--- src/rtl/jump_controller_if.sv ---
// Signal bundle between the jump controller and the display/physics block.
// The controller takes the master modport; the display side (or a bench) takes slave.
interface jump_controller_if;
    logic [31:0] Div;
    logic        btn;
    logic        score_signal;
    logic [3:0]  get_score;
    logic        end_game;
    logic [1:0]  position;
    logic [3:0]  press_time;
    logic        is_pressing;
    logic [7:0]  score;
    logic        game_over;
    logic [2:0]  state;

    modport master (
        input  Div, btn, score_signal, get_score, end_game,
        output position, press_time, is_pressing, score, game_over, state
    );

    modport slave (
        output Div, btn, score_signal, get_score, end_game,
        input  position, press_time, is_pressing, score, game_over, state
    );
endinterface

--- src/rtl/jump_controller.sv ---
// Jump-game controller: debounces and times the jump button, sequences each jump
// through charge/flight/settle, and keeps the saturating score and game-over flag.
module jump_controller #(
    parameter int DEBOUNCE_CYCLES = 16,
    parameter int TICK_BIT        = 21,
    parameter int TIMEOUT_TICKS   = 32
) (
    input logic               clk,
    input logic               rst,
    jump_controller_if.master bus
);
    localparam int CNT_W = $clog2(DEBOUNCE_CYCLES + 1);
    localparam int FL_W  = $clog2(TIMEOUT_TICKS + 1);

    typedef enum logic [2:0] {
        IDLE   = 3'd0,
        CHARGE = 3'd1,
        FLIGHT = 3'd2,
        SETTLE = 3'd3,
        OVER   = 3'd4
    } state_t;

    function automatic logic [3:0] sat_inc4(input logic [3:0] v);
        return (v == 4'd15) ? v : v + 4'd1;
    endfunction

    function automatic logic [7:0] sat_add8(input logic [7:0] a, input logic [3:0] b);
        logic [8:0] s;
        s = {1'b0, a} + {5'b0, b};
        return s[8] ? 8'hFF : s[7:0];
    endfunction

    logic [1:0]       sync_q;
    logic [CNT_W-1:0] db_cnt;
    logic             btn_db, btn_db_q;
    logic             div_q, ss_q;
    logic             tick, land, press_ev, rel_ev;

    state_t           state_q, state_n;
    logic [1:0]       position_q, position_n;
    logic [3:0]       press_time_q, press_time_n;
    logic             is_pressing_q, is_pressing_n;
    logic [7:0]       score_q, score_n;
    logic             game_over_q, game_over_n;
    logic [FL_W-1:0]  flight_q, flight_n;

    // Only Div[TICK_BIT] and Div[1:0] matter; the rest of the count is deliberately ignored.
    logic unused_div;
    assign unused_div = ^bus.Div;

    // Synchroniser, debounce and edge-history registers
    always_ff @(posedge clk) begin
        if (rst) begin
            sync_q   <= '0;
            db_cnt   <= '0;
            btn_db   <= 1'b0;
            btn_db_q <= 1'b0;
            div_q    <= bus.Div[TICK_BIT];
            ss_q     <= bus.score_signal;
        end else begin
            sync_q   <= {sync_q[0], bus.btn};
            btn_db_q <= btn_db;
            div_q    <= bus.Div[TICK_BIT];
            ss_q     <= bus.score_signal;
            if (sync_q[1] == btn_db) begin
                db_cnt <= '0;
            end else if (db_cnt == CNT_W'(DEBOUNCE_CYCLES - 1)) begin
                btn_db <= sync_q[1];
                db_cnt <= '0;
            end else begin
                db_cnt <= db_cnt + CNT_W'(1);
            end
        end
    end

    assign tick     = bus.Div[TICK_BIT] & ~div_q;
    assign land     = bus.score_signal ^ ss_q;
    assign press_ev = btn_db & ~btn_db_q;
    assign rel_ev   = ~btn_db & btn_db_q;

    always_ff @(posedge clk) begin
        if (rst) begin
            state_q       <= IDLE;
            position_q    <= 2'b00;
            press_time_q  <= 4'd0;
            is_pressing_q <= 1'b0;
            score_q       <= 8'd0;
            game_over_q   <= 1'b0;
            flight_q      <= '0;
        end else begin
            state_q       <= state_n;
            position_q    <= position_n;
            press_time_q  <= press_time_n;
            is_pressing_q <= is_pressing_n;
            score_q       <= score_n;
            game_over_q   <= game_over_n;
            flight_q      <= flight_n;
        end
    end

    always_comb begin
        state_n       = state_q;
        position_n    = position_q;
        press_time_n  = press_time_q;
        is_pressing_n = is_pressing_q;
        score_n       = score_q;
        game_over_n   = game_over_q;
        flight_n      = flight_q;
        // end_game outranks every other event, including a landing in the same cycle.
        if (bus.end_game && state_q != OVER) begin
            state_n       = OVER;
            game_over_n   = 1'b1;
            is_pressing_n = 1'b0;
        end else begin
            case (state_q)
                IDLE: begin
                    if (press_ev) begin
                        state_n       = CHARGE;
                        is_pressing_n = 1'b1;
                        press_time_n  = 4'd0;
                    end
                end
                CHARGE: begin
                    if (tick) press_time_n = sat_inc4(press_time_q);
                    if (rel_ev) begin
                        state_n       = FLIGHT;
                        is_pressing_n = 1'b0;
                        flight_n      = '0;
                    end
                end
                FLIGHT: begin
                    if (tick) flight_n = flight_q + FL_W'(1);
                    if (land) begin
                        score_n = sat_add8(score_q, bus.get_score);
                        state_n = SETTLE;
                    end else if (flight_q >= FL_W'(TIMEOUT_TICKS)) begin
                        state_n = SETTLE;
                    end
                end
                SETTLE: begin
                    position_n   = bus.Div[1:0];
                    press_time_n = 4'd0;
                    state_n      = IDLE;
                end
                OVER: begin
                    game_over_n   = 1'b1;
                    is_pressing_n = 1'b0;
                end
                default: state_n = IDLE;
            endcase
        end
    end

    assign bus.position    = position_q;
    assign bus.press_time  = press_time_q;
    assign bus.is_pressing = is_pressing_q;
    assign bus.score       = score_q;
    assign bus.game_over   = game_over_q;
    assign bus.state       = state_q;
endmodule
--- src/flat_wrapper.sv ---
// flat-port wrapper written by rule: the top's interface ports become plain ports
module jump_controller_flat 
#(
    parameter int DEBOUNCE_CYCLES = 16,
    parameter int TICK_BIT        = 21,
    parameter int TIMEOUT_TICKS   = 32
)
  (clk, rst, bus_Div, bus_btn, bus_score_signal, bus_get_score, bus_end_game, bus_position, bus_press_time, bus_is_pressing, bus_score, bus_game_over, bus_state);
  jump_controller_if bus_i ();
  input logic clk;
  input logic rst;
  input wire logic [$bits(bus_i.Div)-1:0] bus_Div;
  input wire logic [$bits(bus_i.btn)-1:0] bus_btn;
  input wire logic [$bits(bus_i.score_signal)-1:0] bus_score_signal;
  input wire logic [$bits(bus_i.get_score)-1:0] bus_get_score;
  input wire logic [$bits(bus_i.end_game)-1:0] bus_end_game;
  output wire logic [$bits(bus_i.position)-1:0] bus_position;
  output wire logic [$bits(bus_i.press_time)-1:0] bus_press_time;
  output wire logic [$bits(bus_i.is_pressing)-1:0] bus_is_pressing;
  output wire logic [$bits(bus_i.score)-1:0] bus_score;
  output wire logic [$bits(bus_i.game_over)-1:0] bus_game_over;
  output wire logic [$bits(bus_i.state)-1:0] bus_state;
  assign bus_i.Div = bus_Div;
  assign bus_i.btn = bus_btn;
  assign bus_i.score_signal = bus_score_signal;
  assign bus_i.get_score = bus_get_score;
  assign bus_i.end_game = bus_end_game;
  assign bus_position = bus_i.position;
  assign bus_press_time = bus_i.press_time;
  assign bus_is_pressing = bus_i.is_pressing;
  assign bus_score = bus_i.score;
  assign bus_game_over = bus_i.game_over;
  assign bus_state = bus_i.state;
  jump_controller #(.DEBOUNCE_CYCLES(DEBOUNCE_CYCLES), .TICK_BIT(TICK_BIT), .TIMEOUT_TICKS(TIMEOUT_TICKS)) u_core (.clk(clk), .rst(rst), .bus(bus_i));
endmodule
--- config.mk ---
export PLATFORM = sky130hd
export DESIGN_NAME = jump_controller_flat
export DESIGN_NICKNAME = d
export VERILOG_FILES = /design/src/rtl/jump_controller_if.sv /design/src/rtl/jump_controller.sv /design/src/flat_wrapper.sv
export SDC_FILE = /design/constraint.sdc
export NUM_CORES = 1
export LEC_CHECK = 0
export ABC_CLOCK_PERIOD_IN_PS = 2260
export BUFFER_PORTS_ARGS = -buffer_cell sky130_fd_sc_hd__buf_2
export CAP_MARGIN = 40
export CORE_ASPECT_RATIO = 0.8
export CORE_MARGIN = 5
export CORE_UTILIZATION = 51
export CTS_BUF_LIST = sky130_fd_sc_hd__clkbuf_4
export DETAILED_ROUTE_END_ITERATION = 8
export MAX_ROUTING_LAYER = met4
export PLACE_DENSITY = 0.86
export SYNTH_ARGS = -nofsm -noshare
export SYNTH_HDL_FRONTEND = slang
export SYNTH_SLANG_ARGS = --single-unit
export TNS_END_PERCENT = 50
--- constraint.sdc ---
create_clock -name clk -period 2.26 [get_ports clk]
set_clock_uncertainty 0.2 [all_clocks]
set_input_delay 0.339 -clock clk [delete_from_list [all_inputs] [get_ports clk]]
set_output_delay 0.339 -clock clk [all_outputs]
set_load 0.01 [all_outputs]
; After elaboration in Yosys (flattened, before gate mapping)
; Index checks and enable logic that the tools add are counted.
[classes]
n_mux = 19
n_eq_ne = 18
reduce_logical = 16
add_sub_neg = 4
magnitude_cmp = 1
n_bitwise = 10
[op_table]
columns = operator, n
row1 = 2-to-1 mux 3 bit, 5
row2 = 2-to-1 mux 4 bit, 3
row3 = 2-to-1 mux 6 bit, 2
row4 = case mux 3 bit (4 select lines), 1
row5 = case mux 4 bit (3 select lines), 1
row6 = case mux 6 bit (2 select lines), 1
row7 = AND reduction 4 bit, 3
row8 = != test 2 x 1 -> 1 bit (second input constant), 5
row9 = adder 8 x 4 -> 9 bit, 1
row10 = != test 3 x 1 -> 1 bit (second input constant), 3
row11 = 2-to-1 mux 8 bit, 1
row12 = adder 6 x 1 -> 6 bit (second input constant), 1
row13 = equality test 3 x 2 -> 1 bit (second input constant), 2
row14 = >= comparator 6 bit (second input constant), 1
row15 = inverter 1 bit, 6
row16 = AND reduction 3 bit, 2
row17 = nonzero test 3 bit, 2
row18 = adder 5 x 1 -> 5 bit (second input constant), 1
row19 = equality test 5 x 4 -> 1 bit (second input constant), 1
row20 = AND reduction 5 bit, 1
row21 = adder 4 x 1 -> 4 bit (second input constant), 1
row22 = equality test 4 bit (second input constant), 1
row23 = 2-to-1 mux 1 bit, 4
row24 = != test 4 x 1 -> 1 bit (second input constant), 1
row25 = other kinds (14), 18
[totals]
output_inout_bits = 19
register_bits = 36
wordCells = 82

; Longest topological paths before layout
[depth]
word_depth = 5
depth_mapped = 6
ltp_nobuf = 6

; Worst setup path after synthesis
; Ideal clock, no wire load.
[synth_timing]
path_kind = flip-flop to flip-flop
start = reg u_core.state_q[1], in the netlist u_core.bus.state[1]
end = reg u_core.score_q[5], in the netlist u_core.bus.score[5]
period_less_slack_ns = 1.988
t_required_ns = 1.986
t_arrival_ns = 1.713
setup_ns = 0.074
stages_incl_launch_ff = 7
setup_slack_ns = 0.272
path_cell_list = dfxtp_1 -> buf_6 -> nand2b_4 -> or4_1 -> buf_2 -> or4_1 -> a31oi_1
[synth_between]
elab_chain_cells = 4
[synth_lines]
columns = element, line
row1 = from (decl), jump_controller.sv:39  ; state_t state_q, state_n;
row2 = from (signal assigned), jump_controller.sv:91  ; state_q <= state_n;
row3 = != test 3 bit, jump_controller.sv:110  ; if (bus.end_game && state_q != OVER) begin
row4 = logical AND 1 bit, jump_controller.sv:110
row5 = inverter 1 bit (no line), -
row6 = AND reduction 3 bit (no line) (*), -
row7 = to (signal assigned), jump_controller.sv:95  ; score_q <= score_n;
row8 = to (decl), jump_controller.sv:43  ; logic [7:0] score_q, score_n;
; Every way passes the cells marked *; elsewhere a longest branch is shown, timed or not.
; A chain may end at the register's enable or synchronous reset.

; Worst setup path after layout
; Same ends and word-level chain as after synthesis.

==> flow_metrics.py <==
metrics = {
    "run_status": {
        "status": "completed",
    },
    "cts": {
        "clock_path_buffers": 2,
        "clk_pin_slew_worst_paths_ns": 0.10,
        "cts_made_buffers": 5,
        "cts_num_sinks": 36,
        "root_buffer": "clkbuf_4",
        "tritoncts": "yes",
        "clk_latency_ns": 0.33,
        "cts-htree-levels": 2,
    },
    "routing": {
        "drtIter0Drc": 132,
        "drc": 0,
        "wl_per_cell_um": 13.3,
        "via_per_inst": 5.44,
        "vias": 1452,
        "routed_wl_um": 3550,
        "drt.antenna.violating_nets": 0,
        "firstDrtPassIters": 5,
    },
    "placement": {
        "gp_congestion": 0.885,
        "dp_hpwl_um": 2590,
        "numPortBuffers": 30,
    },
    "timing": {
        "rsz0062_at_grt": "no",
        "slew_violations": 0,
        "fmax_mhz": 483,
        "hold_violations": 0,
        "setup_viol": 0,
        "slew_headroom": 0.622,
        "worst_pin_slew_ns": 0.566,
        "fin_tns_setup_ns": 0,
        "fin_hold_ws_ns": 0.0313,
        "min_period_ns": 2.07,
        "finalCritPeriodShare": 0.916,
    },
    "cells_and_area": {
        "fillers": 271,
        "final_util": 0.629,
        "nets": 277,
        "drive_above_1_share": 0.203,
        "area_delta_synth_final_pct": 15.6,
        "multi_input_area_sq_um": 933,
        "ff_latch_area_sq_um": 721,
        "antenna-diode-count": 0,
    },
    "global_routing": {
        "grt_pass1_wl_um": 5870,
        "grt_pass1_vias": 1380,
        "antenna_found_initial": 0,
        "grt_max_degree": 23,
        "grt_overflow_total": 0,
        "track_usage": 0.170,
    },
    "die": {
        "die_w_um": 75.1,
        "boundaryPins": 60,
        "row_count": 18,
        "initial_core_util": 0.545,
        "core_sq_um": 3180,
        "dieArea_sq_um": 4660,
        "die_h_um": 62.1,
    },
    "power_and_ir_drop": {
        "leakage_nw": 0.800,
        "powerDensity_nw_per_um2": 523,
        "irDropWorstVdd_v": 0.000479,
    },
    "worst_setup_path": {
        "cp.required_ns": 2.32,
        "cp.arrival_ns": 2.13,
        "crit_path_end_kind": "register",
        "cp_max_fo": 8,
        "worstSetupPathType": "register to register",
        "cp-start-kind": "register",
        "ff2ff_path_depth": 4,
    },
    "yosys": {
        "synth_compound_area_frac": 0.149,
        "syn_inst": 191,
        "synth-seq-cells": 36,
        "avgSynthCellArea_sq_um": 9.05,
        "synth_top_family_by_area": "simple AND/OR/NAND/NOR gates",
        "synth_adder_area_share": 0.0825,
        "synthSimpleGateAreaFrac": 0.224,
        "synth_enable_flop_cells": 0,
        "syn-num-nets": 242,
        "synth_area_sq_um": 1730,
        "yosys_warnings": 0,
        "ys.flop_type": "dfxtp_1",
        "synth_seq_area_share": 0.417,
        "muxShareOfSynthArea": 0.0347,
        "yosys.cell_types.count": 46,
        "synthArstFlopShare": 0,
        "synth_xor_area_frac": 0.0456,
    },
    "min_path": {
        "hp-class": "primary input to register",
        "hold_path_depth": 2,
    },
    "flow_run": {
        "max_cap_violations": 0,
    },
}
registers in the layout (all words and copies together), names as in the netlist:
signal / count
u_core.db_cnt: 5
u_core.bus.press_time: 4
u_core.bus.state: 3
u_core.btn_db: 1
u_core.flight_q: 6
u_core.bus.game_over: 1
u_core.btn_db_q: 1
u_core.ss_q: 1
u_core.bus.score: 8
u_core.bus.is_pressing: 1
u_core.sync_q: 2
u_core.div_q: 1
u_core.bus.position: 2
per-stage QoR:
stage	instances	setup WS (ns)	instance area (sq um)	total power, mW
floorplan	191	0.272	1730	0.690
global placement	257	0.209	1920	0.711
detailed placement	257	0.170	1920	0.713
CTS	267	0.147	1990	1.05
global route	267	0.0417	2000	1.09
finish	267	0.190	2000	1.04
report_power, final:
part           switching (mW)  internal, mW  total, mW  leakage, nW
logic                  0.0313        0.0231     0.0545        0.474
clock network           0.199         0.144      0.343       0.0338
registers             0.00654         0.641      0.647        0.292
layer usage:
layer / track usage / part of all wire / vias up
met5: - / 0 / -
met4: 0.0457 / 0.012 / 0
met3: 0.0482 / 0.057 / 5
met2: 0.272 / 0.47 / 39
met1: 0.212 / 0.46 / 657
li1: - / - / 751
synth_stat cells (5+ instances only):
library cell   n  area, sq um
o21ai_0        5         25.0
mux2i_1        6         60.1
ha_1           9          113
inv_1         12         45.0
nor2_1        20         75.1
xnor2_1        6         52.6
a21oi_1       13         65.1
nand2_1       14         52.6
nand3_1        7         35.0
dfxtp_1       36          721
worst max-delay path, cell delays in order, from the launching register on:
cell      delay, ns
dfxtp_1        0.49
nand2b_4       0.08
or4_1          0.63
or4_1          0.45
a31oi_1        0.16
cells by family (layout without fill, tap and decap cells):
kind of cell	after synthesis	in the layout
simple gates	71	71
compound gates	39	39
flops	36	36
buf+inv	19	55
fa+ha+maj	11	11
xor+xnor	9	9
mux	6	6
cell usage in the layout, fill, tap and decap left out, types with 2 or more instances in the layout:
master / n
o31ai_1: 2
a311oi_1: 2
buf_4: 3
buf_2: 30
or4_1: 2
nand3_1: 7
inv_1: 12
dfxtp_1: 36
nor3_1: 4
a21oi_1: 13
o211ai_1: 2
ha_1: 9
nor2b_1: 4
o21ai_0: 5
dlygate4sd3_1: 2
nor4_1: 4
nand2_1: 14
xnor2_1: 6
a211oi_1: 2
and3_1: 3
mux2i_1: 6
a31oi_1: 3
or3_1: 3
nor2_1: 20
clkbuf_4: 7
o31a_1: 2
xor2_1: 3
area by class of cell:
class,instances,share of cell area
Sequential cell,36,0.361
Tap cell,40,0.0250
Clock inverter,1,0.00188
Inverter,12,0.0225
Timing Repair Buffer,35,0.0964
Clock buffer,7,0.0263
Multi-Input combinational cell,136,0.467
repair_timing:
action / 4_1_cts / 5_1_grt
endpoints found under the hold margin: 2 / 0
buffers inserted: 0 / 0
hold buffers: 2 / 0
endpoints found under the setup margin: 0 / 2
gates resized for setup: 0 / 1
worst paths after layout:
check,end,slack (ns),startpoint
worst min-delay path,u_core.sync_q[0],0.03,bus_btn
worst min register to register,u_core.bus.game_over,0.25,u_core.bus.game_over
worst max-delay path,u_core.bus.score[5],0.19,u_core.bus.state[1]
worst max register to register,u_core.bus.score[5],0.19,u_core.bus.state[1]
(Power assumes the default switching activity.)
